[src/rtl/axi4_lite_reg_slave_if.sv]
// +--------------------------------------------------------------------+
// | axi4_lite_reg_slave_if                                             |
// | AXI4-Lite bus bundle with master and slave views.                  |
// | Rev 1.0                                                            |
// +--------------------------------------------------------------------+
`default_nettype none

interface axi4_lite_reg_slave_if #(
   parameter int DATA_BYTES = 4,
   parameter int ADDR_BYTES = 1
) ();
   logic                      awvalid;
   logic                      awready;
   logic [ADDR_BYTES*8-1:0]   awaddr;
   logic [2:0]                awprot;
   logic                      wvalid;
   logic                      wready;
   logic [DATA_BYTES*8-1:0]   wdata;
   logic [DATA_BYTES-1:0]     wstrb;
   logic                      bvalid;
   logic                      bready;
   logic [1:0]                bresp;
   logic                      arvalid;
   logic                      arready;
   logic [ADDR_BYTES*8-1:0]   araddr;
   logic [2:0]                arprot;
   logic                      rvalid;
   logic                      rready;
   logic [DATA_BYTES*8-1:0]   rdata;
   logic [1:0]                rresp;

   modport master (
      output awvalid, awaddr, awprot, wvalid, wdata, wstrb, bready,
             arvalid, araddr, arprot, rready,
      input  awready, wready, bvalid, bresp, arready, rvalid, rdata, rresp
   );

   modport slave (
      input  awvalid, awaddr, awprot, wvalid, wdata, wstrb, bready,
             arvalid, araddr, arprot, rready,
      output awready, wready, bvalid, bresp, arready, rvalid, rdata, rresp
   );
endinterface

`default_nettype wire

[src/rtl/axi4_lite_reg_slave.sv]
// +--------------------------------------------------------------------+
// | axi4_lite_reg_slave                                                |
// | AXI4-Lite register bank with byte strobes and flat register export.|
// | Rev 1.0                                                            |
// +--------------------------------------------------------------------+
`default_nettype none

module axi4_lite_reg_slave #(
   parameter int DATA_BYTES = 4,
   parameter int ADDR_BYTES = 1,
   parameter int NUM_REGS   = 16
) (
   input  wire logic                                aclk,
   input  wire logic                                areset,
   axi4_lite_reg_slave_if.slave                     s_axi,
   output logic [NUM_REGS*DATA_BYTES*8-1:0]         regs_out,
   output logic [NUM_REGS-1:0]                      wr_pulse
);

   localparam int c_DW  = DATA_BYTES * 8;
   localparam int c_AW  = ADDR_BYTES * 8;
   localparam int c_LSB = $clog2(DATA_BYTES);
   localparam int c_IW  = c_AW - c_LSB;
   localparam logic [c_IW-1:0] c_LAST   = c_IW'(NUM_REGS - 1);
   localparam logic [1:0]      c_OKAY   = 2'b00;
   localparam logic [1:0]      c_SLVERR = 2'b10;

   localparam logic [0:0] c_W_IDLE = 1'b0;
   localparam logic [0:0] c_W_RESP = 1'b1;
   localparam logic [0:0] c_R_IDLE = 1'b0;
   localparam logic [0:0] c_R_DATA = 1'b1;

   logic [0:0]              r_wstate, w_wnext;
   logic [0:0]              r_rstate, w_rnext;
   logic                    r_aw_hold, r_w_hold;
   logic [c_AW-1:0]         r_awaddr_h;
   logic [c_DW-1:0]         r_wdata_h;
   logic [DATA_BYTES-1:0]   r_wstrb_h;
   logic [1:0]              r_bresp;
   logic [c_DW-1:0]         r_rdata;
   logic [1:0]              r_rresp;
   logic [NUM_REGS-1:0]     r_wr_pulse;
   logic [c_DW-1:0]         r_regs [NUM_REGS];

   logic                    w_awready, w_wready, w_bvalid;
   logic                    w_arready, w_rvalid;
   logic                    w_aw_hs, w_w_hs, w_ar_hs;
   logic                    w_have_aw, w_have_w, w_commit;
   logic [c_AW-1:0]         w_waddr;
   logic [c_DW-1:0]         w_wdata;
   logic [DATA_BYTES-1:0]   w_wstrb;
   logic [c_IW-1:0]         w_widx, w_ridx;
   logic                    w_wok, w_rok;
   logic [c_DW-1:0]         w_rsel;
   logic                    w_unused_ok;

   // AW and W are captured independently; live beats bypass the hold registers.
   assign w_aw_hs   = s_axi.awvalid & w_awready;
   assign w_w_hs    = s_axi.wvalid  & w_wready;
   assign w_have_aw = r_aw_hold | w_aw_hs;
   assign w_have_w  = r_w_hold  | w_w_hs;
   assign w_commit  = (r_wstate == c_W_IDLE) & !areset & w_have_aw & w_have_w;
   assign w_waddr   = r_aw_hold ? r_awaddr_h : s_axi.awaddr;
   assign w_wdata   = r_w_hold  ? r_wdata_h  : s_axi.wdata;
   assign w_wstrb   = r_w_hold  ? r_wstrb_h  : s_axi.wstrb;
   assign w_widx    = w_waddr[c_AW-1:c_LSB];
   assign w_wok     = (w_widx <= c_LAST);

   assign w_ar_hs   = s_axi.arvalid & w_arready;
   assign w_ridx    = s_axi.araddr[c_AW-1:c_LSB];
   assign w_rok     = (w_ridx <= c_LAST);

   // ---------------- write FSM ----------------
   always_ff @(posedge aclk) begin
      if (areset) r_wstate <= c_W_IDLE;
      else        r_wstate <= w_wnext;
   end

   always_comb begin
      w_wnext = r_wstate;
      case (r_wstate)
         c_W_IDLE: if (w_commit)     w_wnext = c_W_RESP;
         c_W_RESP: if (s_axi.bready) w_wnext = c_W_IDLE;
         default:                    w_wnext = c_W_IDLE;
      endcase
   end

   always_comb begin
      w_awready = 1'b0;
      w_wready  = 1'b0;
      w_bvalid  = 1'b0;
      if (!areset) begin
         case (r_wstate)
            c_W_IDLE: begin
               w_awready = !r_aw_hold;
               w_wready  = !r_w_hold;
            end
            c_W_RESP: w_bvalid = 1'b1;
            default: ;
         endcase
      end
   end

   always_ff @(posedge aclk) begin
      if (areset) begin
         r_aw_hold  <= 1'b0;
         r_w_hold   <= 1'b0;
         r_awaddr_h <= '0;
         r_wdata_h  <= '0;
         r_wstrb_h  <= '0;
         r_bresp    <= c_OKAY;
         r_wr_pulse <= '0;
      end else begin
         r_wr_pulse <= '0;
         if (w_commit) begin
            r_aw_hold <= 1'b0;
            r_w_hold  <= 1'b0;
            r_bresp   <= w_wok ? c_OKAY : c_SLVERR;
            for (int i = 0; i < NUM_REGS; i++) begin
               if (w_widx == c_IW'(i)) r_wr_pulse[i] <= 1'b1;
            end
         end else begin
            if (w_aw_hs) begin
               r_aw_hold  <= 1'b1;
               r_awaddr_h <= s_axi.awaddr;
            end
            if (w_w_hs) begin
               r_w_hold  <= 1'b1;
               r_wdata_h <= s_axi.wdata;
               r_wstrb_h <= s_axi.wstrb;
            end
         end
      end
   end

   // Out-of-range indices match no register, so such writes change nothing.
   always_ff @(posedge aclk) begin
      if (areset) begin
         for (int i = 0; i < NUM_REGS; i++) r_regs[i] <= '0;
      end else if (w_commit) begin
         for (int i = 0; i < NUM_REGS; i++) begin
            if (w_widx == c_IW'(i)) begin
               for (int k = 0; k < DATA_BYTES; k++) begin
                  if (w_wstrb[k]) r_regs[i][k*8 +: 8] <= w_wdata[k*8 +: 8];
               end
            end
         end
      end
   end

   // ---------------- read FSM ----------------
   always_ff @(posedge aclk) begin
      if (areset) r_rstate <= c_R_IDLE;
      else        r_rstate <= w_rnext;
   end

   always_comb begin
      w_rnext = r_rstate;
      case (r_rstate)
         c_R_IDLE: if (w_ar_hs)      w_rnext = c_R_DATA;
         c_R_DATA: if (s_axi.rready) w_rnext = c_R_IDLE;
         default:                    w_rnext = c_R_IDLE;
      endcase
   end

   always_comb begin
      w_arready = 1'b0;
      w_rvalid  = 1'b0;
      if (!areset) begin
         case (r_rstate)
            c_R_IDLE: w_arready = 1'b1;
            c_R_DATA: w_rvalid  = 1'b1;
            default: ;
         endcase
      end
   end

   always_comb begin
      w_rsel = '0;
      for (int i = 0; i < NUM_REGS; i++) begin
         if (w_ridx == c_IW'(i)) w_rsel = r_regs[i];
      end
   end

   // Sampling the pre-edge array gives read-before-write on a same-edge collision.
   always_ff @(posedge aclk) begin
      if (areset) begin
         r_rdata <= '0;
         r_rresp <= c_OKAY;
      end else if (w_ar_hs) begin
         r_rdata <= w_rsel;
         r_rresp <= w_rok ? c_OKAY : c_SLVERR;
      end
   end

   // ---------------- outputs ----------------
   assign s_axi.awready = w_awready;
   assign s_axi.wready  = w_wready;
   assign s_axi.bvalid  = w_bvalid;
   assign s_axi.bresp   = r_bresp;
   assign s_axi.arready = w_arready;
   assign s_axi.rvalid  = w_rvalid;
   assign s_axi.rdata   = r_rdata;
   assign s_axi.rresp   = r_rresp;
   assign wr_pulse      = r_wr_pulse;

   generate
      for (genvar g = 0; g < NUM_REGS; g++) begin : g_flat
         assign regs_out[g*c_DW +: c_DW] = r_regs[g];
      end
   endgenerate

   assign w_unused_ok = ^{s_axi.awprot, s_axi.arprot, r_awaddr_h, s_axi.awaddr, s_axi.araddr};

endmodule

`default_nettype wire

[src/flat_wrapper.sv]
// flat-port wrapper written by rule: the top's interface ports become plain ports
module axi4_lite_reg_slave_flat 
#(
   parameter int DATA_BYTES = 4,
   parameter int ADDR_BYTES = 1,
   parameter int NUM_REGS   = 16
)
  (aclk, areset, regs_out, wr_pulse, s_axi_awvalid, s_axi_awaddr, s_axi_awprot, s_axi_wvalid, s_axi_wdata, s_axi_wstrb, s_axi_bready, s_axi_arvalid, s_axi_araddr, s_axi_arprot, s_axi_rready, s_axi_awready, s_axi_wready, s_axi_bvalid, s_axi_bresp, s_axi_arready, s_axi_rvalid, s_axi_rdata, s_axi_rresp);
  axi4_lite_reg_slave_if #(.DATA_BYTES(DATA_BYTES), .ADDR_BYTES(ADDR_BYTES)) s_axi_i ();
  input  wire logic aclk;
  input  wire logic areset;
  output logic [NUM_REGS*DATA_BYTES*8-1:0] regs_out;
  output logic [NUM_REGS-1:0] wr_pulse;
  input wire logic [$bits(s_axi_i.awvalid)-1:0] s_axi_awvalid;
  input wire logic [$bits(s_axi_i.awaddr)-1:0] s_axi_awaddr;
  input wire logic [$bits(s_axi_i.awprot)-1:0] s_axi_awprot;
  input wire logic [$bits(s_axi_i.wvalid)-1:0] s_axi_wvalid;
  input wire logic [$bits(s_axi_i.wdata)-1:0] s_axi_wdata;
  input wire logic [$bits(s_axi_i.wstrb)-1:0] s_axi_wstrb;
  input wire logic [$bits(s_axi_i.bready)-1:0] s_axi_bready;
  input wire logic [$bits(s_axi_i.arvalid)-1:0] s_axi_arvalid;
  input wire logic [$bits(s_axi_i.araddr)-1:0] s_axi_araddr;
  input wire logic [$bits(s_axi_i.arprot)-1:0] s_axi_arprot;
  input wire logic [$bits(s_axi_i.rready)-1:0] s_axi_rready;
  output wire logic [$bits(s_axi_i.awready)-1:0] s_axi_awready;
  output wire logic [$bits(s_axi_i.wready)-1:0] s_axi_wready;
  output wire logic [$bits(s_axi_i.bvalid)-1:0] s_axi_bvalid;
  output wire logic [$bits(s_axi_i.bresp)-1:0] s_axi_bresp;
  output wire logic [$bits(s_axi_i.arready)-1:0] s_axi_arready;
  output wire logic [$bits(s_axi_i.rvalid)-1:0] s_axi_rvalid;
  output wire logic [$bits(s_axi_i.rdata)-1:0] s_axi_rdata;
  output wire logic [$bits(s_axi_i.rresp)-1:0] s_axi_rresp;
  assign s_axi_i.awvalid = s_axi_awvalid;
  assign s_axi_i.awaddr = s_axi_awaddr;
  assign s_axi_i.awprot = s_axi_awprot;
  assign s_axi_i.wvalid = s_axi_wvalid;
  assign s_axi_i.wdata = s_axi_wdata;
  assign s_axi_i.wstrb = s_axi_wstrb;
  assign s_axi_i.bready = s_axi_bready;
  assign s_axi_i.arvalid = s_axi_arvalid;
  assign s_axi_i.araddr = s_axi_araddr;
  assign s_axi_i.arprot = s_axi_arprot;
  assign s_axi_i.rready = s_axi_rready;
  assign s_axi_awready = s_axi_i.awready;
  assign s_axi_wready = s_axi_i.wready;
  assign s_axi_bvalid = s_axi_i.bvalid;
  assign s_axi_bresp = s_axi_i.bresp;
  assign s_axi_arready = s_axi_i.arready;
  assign s_axi_rvalid = s_axi_i.rvalid;
  assign s_axi_rdata = s_axi_i.rdata;
  assign s_axi_rresp = s_axi_i.rresp;
  axi4_lite_reg_slave #(.DATA_BYTES(DATA_BYTES), .ADDR_BYTES(ADDR_BYTES), .NUM_REGS(NUM_REGS)) u_core (.aclk(aclk), .areset(areset), .s_axi(s_axi_i), .regs_out(regs_out), .wr_pulse(wr_pulse));
endmodule
[config.mk]
export PLATFORM = sky130hd
export DESIGN_NAME = axi4_lite_reg_slave_flat
export DESIGN_NICKNAME = d
export VERILOG_FILES = /design/src/rtl/axi4_lite_reg_slave_if.sv /design/src/rtl/axi4_lite_reg_slave.sv /design/src/flat_wrapper.sv
export SDC_FILE = /design/constraint.sdc
export NUM_CORES = 1
export LEC_CHECK = 0
export BUFFER_PORTS_ARGS = -buffer_cell sky130_fd_sc_hd__buf_2
export CAP_MARGIN = 20
export CORE_MARGIN = 2
export CORE_UTILIZATION = 30
export DETAILED_ROUTE_END_ITERATION = 8
export REMOVE_ABC_BUFFERS = 1
export SYNTH_ARGS = -nofsm -noshare
export SYNTH_HDL_FRONTEND = slang
export SYNTH_SLANG_ARGS = --single-unit
[constraint.sdc]
create_clock -name aclk -period 2.2 [get_ports aclk]
set_input_delay 0.44 -clock aclk [delete_from_list [all_inputs] [get_ports aclk]]
set_output_delay 0.44 -clock aclk [all_outputs]
set_load 0.01 [all_outputs]
======== After elaboration in Yosys (flattened, before gate mapping) ========
Memories as Yosys holds them, arrays and structs flattened.
Cells that the tools add are included.
storage, ports and cells
  bits in writable memories ............... 512
  memories kept ........................... 1
  register bits after elaboration ......... 100
memories
  memory         depth  width  read ports  clocked after memory_dff  wr ports  line                       RTL
  u_core.r_regs  16     32     16          0                         16        axi4_lite_reg_slave.sv:43  logic [c_DW-1:0] r_regs [NUM_REGS];
cells by class
  equality and inequality tests ........... 30
  multiplexer cells ....................... 379
  reductions and logical operators ........ 9
  $lt $le $gt $ge ......................... 2
  bitwise operators ....................... 75
operator list
  operator              number
  $mux W32              17
  $mux W8               65
  $mux W1               292
  $eq A6 B4 Y1 const B  16
  $or A1 B1 Y1          66
  $eq A6 B3 Y1 const B  8
  $eq A6 B2 Y1 const B  4
  $eq A6 B1 Y1 const B  2
  $le A6 B4 Y1 const B  2
  $logic_not A6 Y1      2
  $and A1 B1 Y1         6
  $mux W2               2
  $mux W4               1
  $pmux W1 S2           2
  $reduce_and A2 Y1     2
  $reduce_or A2 Y1      2
  $logic_not A1 Y1      3
  $not A1 Y1            3

======== Logic depth before layout (Yosys ltp) ========
  word-level depth ........................ 17
  depth in mapped cells ................... 10

======== Least setup slack after synthesis ========
OpenSTA, ideal clock, no wires.
  kind .................................... input-to-reg
  start ................................... in s_axi_awaddr[6]
  end ..................................... mem u_core.r_regs[0][64] (netlist bit), enable pin
  arrival ................................. 1988 ps
  cell stages on the path ................. 7
  path buffers ............................ 1
  path slack .............................. -123 ps
  required time ........................... 1866 ps
  path through ............................ nor3_1 o2111ai_1 or2_2 clkbuf_1 nor2_1 nand2_1 nand2b_1
RTL lines
  item                line                       RTL
  start: declaration  flat_wrapper.sv:15         input wire logic [$bits(s_axi_i.awaddr)-1:0] s_axi_awaddr;
  end: declaration    axi4_lite_reg_slave.sv:43

==> impl_results.md <==
- Nets: 3245
- Worst-case hold slack: 0.0810 ns
- Skew-Pair Late Insertion Delay: 0.61 ns
- Vias in the first global route: 22097
- Largest net degree at the start of global routing: 64
- Pre-CTS worst setup slack: -0.607 ns
- Worst path cell trace: nor3b_4, o2111ai_1, buf_4, or3_4, buf_6, o21bai_1, buf_4
- Root Buffer: clkbuf_16
- Reg-to-Reg End: u_core.r_regs[1][107]
- Required time of the critical path: 2.50 ns
- Startpoint Class: flop
- CTS buffer count: 70
- CTS tree: built
- DR iter-0 viols: 2517
- Routed WL: 126000 um
- Worst path slowest cell: or3_4
- Combinational Power Share: 0.115
- GRT Residual Overflow: 0
- Worst Setup SP: u_core.r_aw_hold
- Power per Cell Area: 781 mW/mm2
- Hpwl dp: 101000 um
- Synth Flop Type: edfxtp_1
- Placed cell count: 4247
- I/O pin cnt: 634
- Crit end category: flop
- Clock share of power: 0.415
- Port bufs: 621
- Post-synth EDFFs: 512
- Slowest stage delay, CP: 0.41 ns
- Worst reg2reg startpoint: u_core.r_aw_hold
- Chip Height: 297 um
- CTS Sinks: 608
- Switching portion of total power: 0.253
- Worst r2r path cells: 7
- Final Setup Violations: 0
- Slew @ Worst Pin: 0.676 ns
- Share of cells above drive strength 1: 0.409
- Area Overhead vs Synth: 42.2%
- WS Path Type: reg -> reg
- Clk slew on worst S/H paths: 0.06 ns
- Flop pwr share: 0.470
- Worst Hold Class: in -> reg
- Synth Area per Inst: 12.0 um2
- Fmax: 0.463 GHz
- Fraction of registers with async set/reset: 0
- First-pass GRT wire length: 171000 um
- Internal Power: 21.4 mW
- Status: complete, no violations
- R2R setup slack: 0.04 ns
- Max Root-Sink Buffers: 3
- Cells after Synth: 2155
- Vias: 23060
- Clock Skews: 0.0224 ns
- Fillers: 8100
- Row count: 107
- Die footprint: 0.0885 mm2
- Post-route DRC violation count: 0
- Syn. warnings: 0
- Number of routed nets with antenna violations: 0
- Final setup margin: 0.0392 ns
- Initial antenna violation count: 11
- Final Hold Viols: 0
- Mapped cell area: 0.0258 mm2
- TNS Setup: 0 ns
- CP arrival: 2.46 ns
- Commonest cells after routing, fill and taps aside: buf_2 (618), edfxtp_1 (512), nor2_1 (418)
- Seq cells post-synth: 608
- Crit path to: u_core.r_regs[1][107]
- Final Critical Period: 2.16 ns
- Commonest non-fill, non-tap cell in the layout: buf_2
- Die W: 297 um
- Maximum vdd drop: 0.536 mV
- H-tree depth: 3
- Lkg Pwr: 15.3 nW
- Vias per cell: 5.27
- Core ar.: 0.0853 mm2
- Seq/Total Area, Yosys: 0.670
- RD Place Congestion: 0.940
- Library cells used by synthesis: 71
- Rel. slew slack: 0.550
- NetSw: 7.26 mW
- DR WL/cell: 28.8 um
- Crit-path max FO: 8
- Max_cap viols: 0
- Fin cells: 4377
- Drt first pass iters: 5
- RSZ-0062 raised after global routing: yes
- Crit-path most repeated cell: buf_4
- Total track usage: 0.274
- Initial core utilization: 0.303
- Final Cycle Share: 0.982
- Fin. max-slew vios: 0
## worst min path at each step
stage	from	end	slack (ns)	depth (start not counted)
2_1_floorplan	u_core.r_wdata_h[0]	u_core.r_wdata_h[0]	0.43	2
3_3_place_gp	u_core.r_wdata_h[21]	u_core.r_wdata_h[21]	0.44	2
6_report	s_axi_wdata[17]	u_core.r_wdata_h[17]	0.08	3
3_5_place_dp	u_core.s_axi.rdata[21]	u_core.s_axi.rdata[21]	0.44	2
5_1_grt	s_axi_rready	u_core.r_rstate	0.07	2
4_1_cts	s_axi_rready	u_core.r_rstate	0.04	2
## power by group through the flow
stage                     logic, mW  registers, mW  clock network [mW]
final                          3.31           13.5                11.9
after global routing           3.48           13.5                12.4
after CTS                      3.25           13.5                12.0
after detailed placement       3.22           13.7                   0
after global placement         3.19           13.7                   0
after floorplan               0.891           13.8                   0
## kinds of logic after synthesis
family | count (synthesis) | synth area share
compound gates | 424 | 0.110
buf+inv | 196 | 0.0316
mux | 102 | 0.0479
simple gates | 824 | 0.141
flops | 608 | 0.670
other cells | 1 | 0.000145
## cell type report
| class | count | area [um2] | share of cell area |
|---|---|---|---|
| well taps | 1144 | 1430 | 0.0390 |
| flip-flops and latches | 608 | 17300 | 0.471 |
| multi-input cells | 1352 | 8000 | 0.218 |
| inverters | 48 | 180 | 0.00491 |
| diodes | 2 | 5.00 | 0.000136 |
| repair buffers | 1100 | 7520 | 0.205 |
| clock buffers | 98 | 1980 | 0.0539 |
| clock inverters | 25 | 313 | 0.00852 |
## sequential cells by signal (all words and copies together) (netlist names)
| name | cells |
|---|---|
| u_core.r_aw_hold | 1 |
| u_core.r_awaddr_h | 6 |
| u_core.r_regs | 512 |
| u_core.r_rstate | 1 |
| u_core.r_w_hold | 1 |
| u_core.r_wdata_h | 32 |
| u_core.r_wstate | 1 |
| u_core.r_wstrb_h | 4 |
| u_core.s_axi.bresp | 1 |
| u_core.s_axi.rdata | 32 |
| u_core.s_axi.rresp | 1 |
| u_core.wr_pulse | 16 |
## worst max-delay path, delay by kind of cell (launching register included)
family,cells,cell delay [ns]
flip-flops,1,0.37
AO/OA/AOI/OAI,2,0.29
AND/OR/NAND/NOR,2,0.60
buffers and inverters,3,0.59
## synthesized netlist by cell type, types with 5 or more instances
| master | instances | area share |
|---|---|---|
| edfxtp_1 | 512 | 0.60 |
| nor2_1 | 430 | 0.062 |
| nand2_1 | 177 | 0.026 |
| clkbuf_1 | 105 | 0.015 |
| dfxtp_1 | 96 | 0.074 |
| a21oi_1 | 92 | 0.018 |
| o21ai_0 | 86 | 0.017 |
| mux2i_1 | 73 | 0.028 |
| nand2b_1 | 50 | 0.012 |
| o22ai_1 | 49 | 0.012 |
| inv_1 | 48 | 0.0070 |
| a22oi_1 | 38 | 0.011 |
| or2_2 | 38 | 0.0092 |
| nand3_1 | 33 | 0.0064 |
| buf_2 | 26 | 0.0050 |
| o21bai_1 | 25 | 0.0073 |
| nor3_1 | 23 | 0.0045 |
| a221oi_1 | 22 | 0.0075 |
| mux4_2 | 16 | 0.014 |
| a211oi_1 | 13 | 0.0038 |
| mux2_2 | 13 | 0.0057 |
| a221o_1 | 11 | 0.0043 |
| nor2b_1 | 11 | 0.0027 |
| a22o_1 | 10 | 0.0034 |
| a31oi_1 | 9 | 0.0022 |
| and3_1 | 9 | 0.0022 |
| buf_4 | 9 | 0.0026 |
| o221ai_1 | 9 | 0.0031 |
| a222oi_1 | 8 | 0.0031 |
| a32o_1 | 8 | 0.0031 |
| or3_1 | 8 | 0.0019 |
| nand3b_1 | 7 | 0.0020 |
| buf_1 | 6 | 0.00087 |
| nand4_1 | 6 | 0.0015 |
| a32oi_1 | 5 | 0.0017 |
| nor2_2 | 5 | 0.0012 |
| nor3b_1 | 5 | 0.0015 |
| o41ai_1 | 5 | 0.0017 |
## metal layers
metal  share of wire  vias up  global-route usage  routed length (um)
met3            0.11      238              0.0971               14100
met4           0.047       12               0.118                5880
met1            0.39    11544               0.341               49000
met2            0.45     1282               0.429               56900
met5         0.00061        -                   0                  77
li1                -     9984                   -                   -
## metrics by stage
step                      area, um2  power, mW  utilization
after global placement        34100       16.9        0.400
after detailed placement      34100       16.9        0.400
after floorplan               25200       14.7            -
after CTS                     36500       28.7        0.428
after global routing          36700       29.4        0.431
final                         36700       28.7        0.431
## repair_timing
| action | 4_1_cts | 5_1_grt |
|---|---|---|
| setup buffers | 4 | 2 |
| cloned | 0 | 0 |
| pin swaps | 1 | 2 |
| endpoints found under the setup margin | 529 | 567 |
| resized for setup | 14 | 55 |
| hold buffers | 0 | 0 |
| endpoints found under the hold margin | 0 | 0 |
No activity file was read; power rests on OpenSTA's default activity.
